==> config.mk <==
export PLATFORM = sky130hd
export DESIGN_NAME = gray_decode_arbiter
export DESIGN_NICKNAME = d
export VERILOG_FILES = /design/src/rtl/gray_arb_pkg.sv /design/src/rtl/gray_to_bin_n.sv /design/src/rtl/gray_decode_arbiter.sv
export SDC_FILE = /design/constraint.sdc
export NUM_CORES = 1
export LEC_CHECK = 0
export ABC_AREA = 0
export ABC_CLOCK_PERIOD_IN_PS = 1800
export CAP_MARGIN = 20
export CORE_MARGIN = 1
export CORE_UTILIZATION = 44
export CTS_CLUSTER_SIZE = 20
export DETAILED_ROUTE_END_ITERATION = 16
export GPL_ROUTABILITY_DRIVEN = 0
export MAX_ROUTING_LAYER = met4
export PLACE_DENSITY = 0.88
export SLEW_MARGIN = 20
export SYNTH_ARGS = -nofsm -noshare
export SYNTH_HDL_FRONTEND = slang
export SYNTH_HIERARCHICAL = 1
export SYNTH_SLANG_ARGS = --single-unit
==> constraint.sdc <==
create_clock -name CLK -period 1.8 [get_ports CLK]
set_input_delay 0.36 -clock CLK [delete_from_list [all_inputs] [get_ports CLK]]
set_output_delay 0.36 -clock CLK [all_outputs]
set_load 0.05 [all_outputs]
==> src/rtl/gray_arb_pkg.sv <==
// gray_arb_pkg: shared constants for the Gray-decode arbiter slice.
//   - FSM state encodings (IDLE / CONV / HOLD)
//   - default word width and requester count
package gray_arb_pkg;

    localparam logic [1:0] IDLE = 2'd0;  // waiting for any request
    localparam logic [1:0] CONV = 2'd1;  // captured word is being converted
    localparam logic [1:0] HOLD = 2'd2;  // result presented, waiting for accept

    localparam int DEF_W    = 4;
    localparam int DEF_NREQ = 4;

endpackage

==> src/rtl/gray_to_bin_n.sv <==
// gray_to_bin_n: purely combinational W-bit Gray-to-binary converter.
// Ports:
//   gray - Gray-coded input word
//   bin  - binary equivalent
// Binary bit k is the XOR of all Gray bits from k up to the MSB, which is the
// unrolled form of b[k] = b[k+1] ^ g[k] with b[W-1] = g[W-1]. Writing it as a
// reduction per bit avoids a self-referencing vector.
module gray_to_bin_n #(
    parameter int W = 4
) (
    input  logic [W-1:0] gray,
    output logic [W-1:0] bin
);

    always_comb begin
        bin = '0;
        for (int k = 0; k < W; k++) begin
            bin[k] = ^(gray >> k);
        end
    end

endmodule

==> src/rtl/gray_decode_arbiter.sv <==
// gray_decode_arbiter: round-robin arbiter sharing one Gray-to-binary
// converter among NREQ requesters.
// Ports:
//   CLK, RST_N  - clock (rising edge) and asynchronous active-low reset
//   REQ         - per-requester level-sensitive conversion request
//   GRAY_IN     - packed Gray words, lane i at [i*W +: W]
//   GNT         - one-hot, one-cycle pulse naming the captured requester
//   BUSY        - high whenever the FSM is outside IDLE
//   BIN_OT      - registered binary result
//   OT_ID       - requester index owning BIN_OT
//   OT_VALID    - result valid
//   OT_READY    - consumer accepts the result
//   STATE_DBG   - current FSM state (IDLE/CONV/HOLD encodings)
// Handshake: a result transfers on a rising edge where OT_VALID && OT_READY;
// while OT_VALID is high and OT_READY low, BIN_OT/OT_ID hold stable. OT_READY
// is ignored while OT_VALID is low.
module gray_decode_arbiter
    import gray_arb_pkg::*;
#(
    parameter int NREQ = DEF_NREQ,
    parameter int W    = DEF_W,
    parameter int IDW  = $clog2(NREQ)
) (
    input  logic              CLK,
    input  logic              RST_N,
    input  logic [NREQ-1:0]   REQ,
    input  logic [NREQ*W-1:0] GRAY_IN,
    output logic [NREQ-1:0]   GNT,
    output logic              BUSY,
    output logic [W-1:0]      BIN_OT,
    output logic [IDW-1:0]    OT_ID,
    output logic              OT_VALID,
    input  logic              OT_READY,
    output logic [1:0]        STATE_DBG
);

    logic [1:0]     state;
    logic [IDW-1:0] ptr;
    logic [IDW-1:0] win_q;
    logic [IDW-1:0] win_c;
    logic           found;
    int             idx;
    logic [W-1:0]   cap_q;
    logic [W-1:0]   conv_bin;
    logic [W-1:0]   lanes [NREQ];
    logic [IDW-1:0] ptr_next;

    for (genvar i = 0; i < NREQ; i++) begin : g_lanes
        assign lanes[i] = GRAY_IN[i*W +: W];
    end

    // Round-robin pick: first set REQ bit searching upward from ptr, wrapping.
    always_comb begin
        found = 1'b0;
        win_c = '0;
        idx   = 0;
        for (int i = 0; i < NREQ; i++) begin
            idx = (int'(ptr) + i) % NREQ;
            if (!found && REQ[idx[IDW-1:0]]) begin
                found = 1'b1;
                win_c = idx[IDW-1:0];
            end
        end
    end

    // Pointer moves past the accepted winner so it drops to lowest priority.
    assign ptr_next = (win_q == IDW'(NREQ - 1)) ? '0 : win_q + 1'b1;

    gray_to_bin_n #(.W(W)) u_conv (
        .gray (cap_q),
        .bin  (conv_bin)
    );

    always_ff @(posedge CLK or negedge RST_N) begin
        if (!RST_N) begin
            state    <= IDLE;
            ptr      <= '0;
            win_q    <= '0;
            cap_q    <= '0;
            GNT      <= '0;
            BIN_OT   <= '0;
            OT_ID    <= '0;
            OT_VALID <= 1'b0;
        end else begin
            case (state)
                IDLE: begin
                    if (found) begin
                        cap_q <= lanes[win_c];
                        win_q <= win_c;
                        GNT   <= {{(NREQ-1){1'b0}}, 1'b1} << win_c;
                        state <= CONV;
                    end
                end
                CONV: begin
                    GNT      <= '0;
                    BIN_OT   <= conv_bin;
                    OT_ID    <= win_q;
                    OT_VALID <= 1'b1;
                    state    <= HOLD;
                end
                HOLD: begin
                    if (OT_READY) begin
                        OT_VALID <= 1'b0;
                        ptr      <= ptr_next;
                        state    <= IDLE;
                    end
                end
                default: begin
                    GNT      <= '0;
                    OT_VALID <= 1'b0;
                    state    <= IDLE;
                end
            endcase
        end
    end

    assign BUSY      = (state != IDLE);
    assign STATE_DBG = state;

endmodule

==> flow_summary.json <==
{
  "run_status": "finished, final reports clean",
  "min_period_over_period_pct": 94.0,
  "route.detailed.drc": 0,
  "tightest_slew_ns": 0.460,
  "ys_async_sr_fraction_pct": 100,
  "grtUsageMet1_pct": 22.2,
  "die_area_mm2": 0.00266,
  "period_minus_slack_ns": 1.69,
  "crit_type": "in2reg",
  "yosysWarnings": 6,
  "rsz0062_at_grt": "false",
  "start_util_pct": 48.0,
  "internal_power_w": 0.00152,
  "grt_max_degree": 22,
  "core_mm2": 0.00225,
  "peakVddDrop_mv": 1.23,
  "final_common_cell": "clkdlybuf4s50_1",
  "leakage_nw": 0.691,
  "synth_area_leaders": "dfrtp_1 49%, mux2i_1 7.4%, mux2_2 7.3%, nand2_1 3.5%, o221ai_1 3.2%",
  "cts_setup_buffers": 0,
  "critPathRequiredTime_ns": 2.00,
  "cts-root-buf": "clkbuf_4",
  "dp_hpwl_mm": 1.75,
  "ys_ff_latch": 21,
  "reg2reg_depth": 5,
  "cts_tree": "yes",
  "slew_headroom_pct": 69.3,
  "cts_made_buffers": 3,
  "port_buffers": 36,
  "busiest_layer": "met2",
  "rows": 17,
  "routed_wl_mm": 2.24,
  "die_w_um": 51.6,
  "crit_buf_inv": 1,
  "use_met2_pct": 32.3,
  "cts_max_level": 1,
  "hold_viol": 0,
  "cts.path.max_buffers": 2,
  "path_delay_family": "compound AO/OA/AOI/OAI gates",
  "grt_use_total_pct": 19.2,
  "syn-cell-area_mm2": 0.00108,
  "drtPass1Iterations": 4,
  "critPathLaunchType": "input port",
  "r2r_end": "cap_q[3]",
  "antenna_cells": 0,
  "yosys.cell_types.count": 35,
  "viasPerCell": 5.23,
  "place_ws_ns": -0.253,
  "avgRoutedWirePerCell_um": 13.7,
  "grt_first_pass_wirelength_mm": 3.66,
  "drv_cap": 0,
  "die_h_um": 51.6,
  "grt_pass1_vias": 874,
  "num_vias": 858,
  "power_frac_seq_pct": 31.7,
  "slowest_delay_ns": 0.52,
  "postSynthAreaPerCell_um2": 11.6,
  "crit_fanout": 9,
  "grt_use_met3_pct": 4.39,
  "ys.flop_type": "dfrtp_1",
  "switchingPower_w": 0.00141,
  "yosysSeqAreaShare_pct": 48.6,
  "ant_nets": 0,
  "arrival_ns": 1.89,
  "p_sw_share_pct": 48.1,
  "io-pin-count": 37,
  "synthesis.nets": 117,
  "grt-ovfl-total": 0,
  "postSynthCellCount": 93,
  "timing.rr.start": "ptr[0]",
  "reg2reg_setup_slack_ns": 0.23,
  "p_per_area_mw_per_mm2": 1950,
  "pwr-share-clk_pct": 8.0,
  "first_iter_violations": 18,
  "combPwrFrac_pct": 60.3,
  "setup_viol": 0,
  "cp_cell_sequence": "clkdlybuf4s50_1 -> nor2b_4 -> a21oi_2 -> o221ai_4 -> mux2i_1 -> o221ai_1",
  "clk_pin_slew_worst_paths_ns": 0.12,
  "area_growth_pct": 38.6,
  "drive_gt1_share_pct": 30.9,
  "yosysTopAreaCellShare_pct": 48.6,
  "synth_edf_count": 0,
  "holdCritPathClass": "in2async",
  "yosys.area.top_type": "dfrtp_1",
  "worst_slack_ns": 0.109,
  "antenna_found_initial": 0,
  "slew_violations": 0,
  "fin_nets": 161,
  "cts.sinks": 21,
  "endpoint_kind": "flip-flop",
  "clock_latency_ns": 0.31,
  "final_cell_mix": "22 x clkdlybuf4s50_1, 20 x buf_4, 19 x dfrtp_1, 10 x nand2_1, 8 x mux2i_1",
  "slowest_stage": "clkdlybuf4s50_1",
  "skew_ns": 0.00665,
  "finalSetupTns_ns": 0,
  "fmaxAchievable_ghz": 0.591
}
-- layout make-up --
cell class | count | area [um2]
fill | 190 | 754
sequential | 21 | 528
inverter | 2 | 12.5
tap | 28 | 35.0
multi-input combinational | 67 | 528
timing repair buffer | 42 | 370
clock buffer | 4 | 26.3
-- cells in the mapped netlist (all sizes together), types with 2 or more instances --
library cell	count
nor2	6
nor2b	3
o21ai	6
o221ai	5
inv	2
or2	2
a21oi	2
buf	2
xnor2	2
xor2	2
dfrtp	21
mux2i	8
nand2	11
mux2	8
a21o	2
-- cells by family after synthesis --
kind of cell	Yosys count	synth area share, %
compound gates	20	14.6
xor+xnor	4	3.93
fa+ha+maj	1	1.16
simple gates	26	12.5
flops	21	48.6
buf+inv	5	3.24
mux	16	16.1
-- stage by stage --
step | util, % | hold WS [ns] | cell area [um2] | total power, W | std cells
4_1_cts | 66.4 | 0.378 | 1500 | 0.00294 | 164
3_3_place_gp | 65.2 | 0.464 | 1470 | 0.00265 | 160
5_1_grt | 66.5 | 0.383 | 1500 | 0.00309 | 164
2_1_floorplan | - | 0.0644 | 1090 | 0.00223 | 93
3_5_place_dp | 65.2 | 0.477 | 1470 | 0.00270 | 160
6_report | 66.5 | 0.370 | 1500 | 0.00293 | 164
-- registers in the layout, indices dropped and copies added (netlist names) --
register,cells
GNT,4
cap_q,4
OT_ID,2
STATE_DBG,2
OT_VALID,1
BIN_OT,4
win_q,2
ptr,2
-- power by group through the flow --
stage          Combinational (W)  Sequential, W  Clock [W]
4_1_cts                  0.00177       0.000926   0.000241
6_report                 0.00177       0.000928   0.000236
2_1_floorplan           0.000847        0.00138          0
3_5_place_dp             0.00177       0.000935          0
3_3_place_gp             0.00173       0.000922          0
5_1_grt                  0.00188       0.000963   0.000254
-- worst max-delay path by stage --
stage | to | cells past startpoint | from | slack [ns]
3_3_place_gp | win_q[0] | 5 | REQ[1] | -0.15
3_5_place_dp | cap_q[2] | 6 | REQ[2] | -0.25
4_1_cts | cap_q[3] | 6 | REQ[2] | 0.09
6_report | cap_q[3] | 6 | REQ[0] | 0.11
5_1_grt | cap_q[0] | 6 | REQ[0] | 0.04
2_1_floorplan | win_q[0] | 5 | STATE_DBG[1] | 0.07
-- repair_timing --
action	4_1_cts	5_1_grt
resized for setup	0	1
hold buffers	0	0
endpoints found under the setup margin	0	2
-- metal layers --
metal / wire (um) / part of all wire, %
met1: 983 / 44
met2: 1080 / 48
met3: 143 / 6.4
met4: 32 / 1.4
met5: 0 / 0
Note: power is estimated with default switching activity, not from simulation.
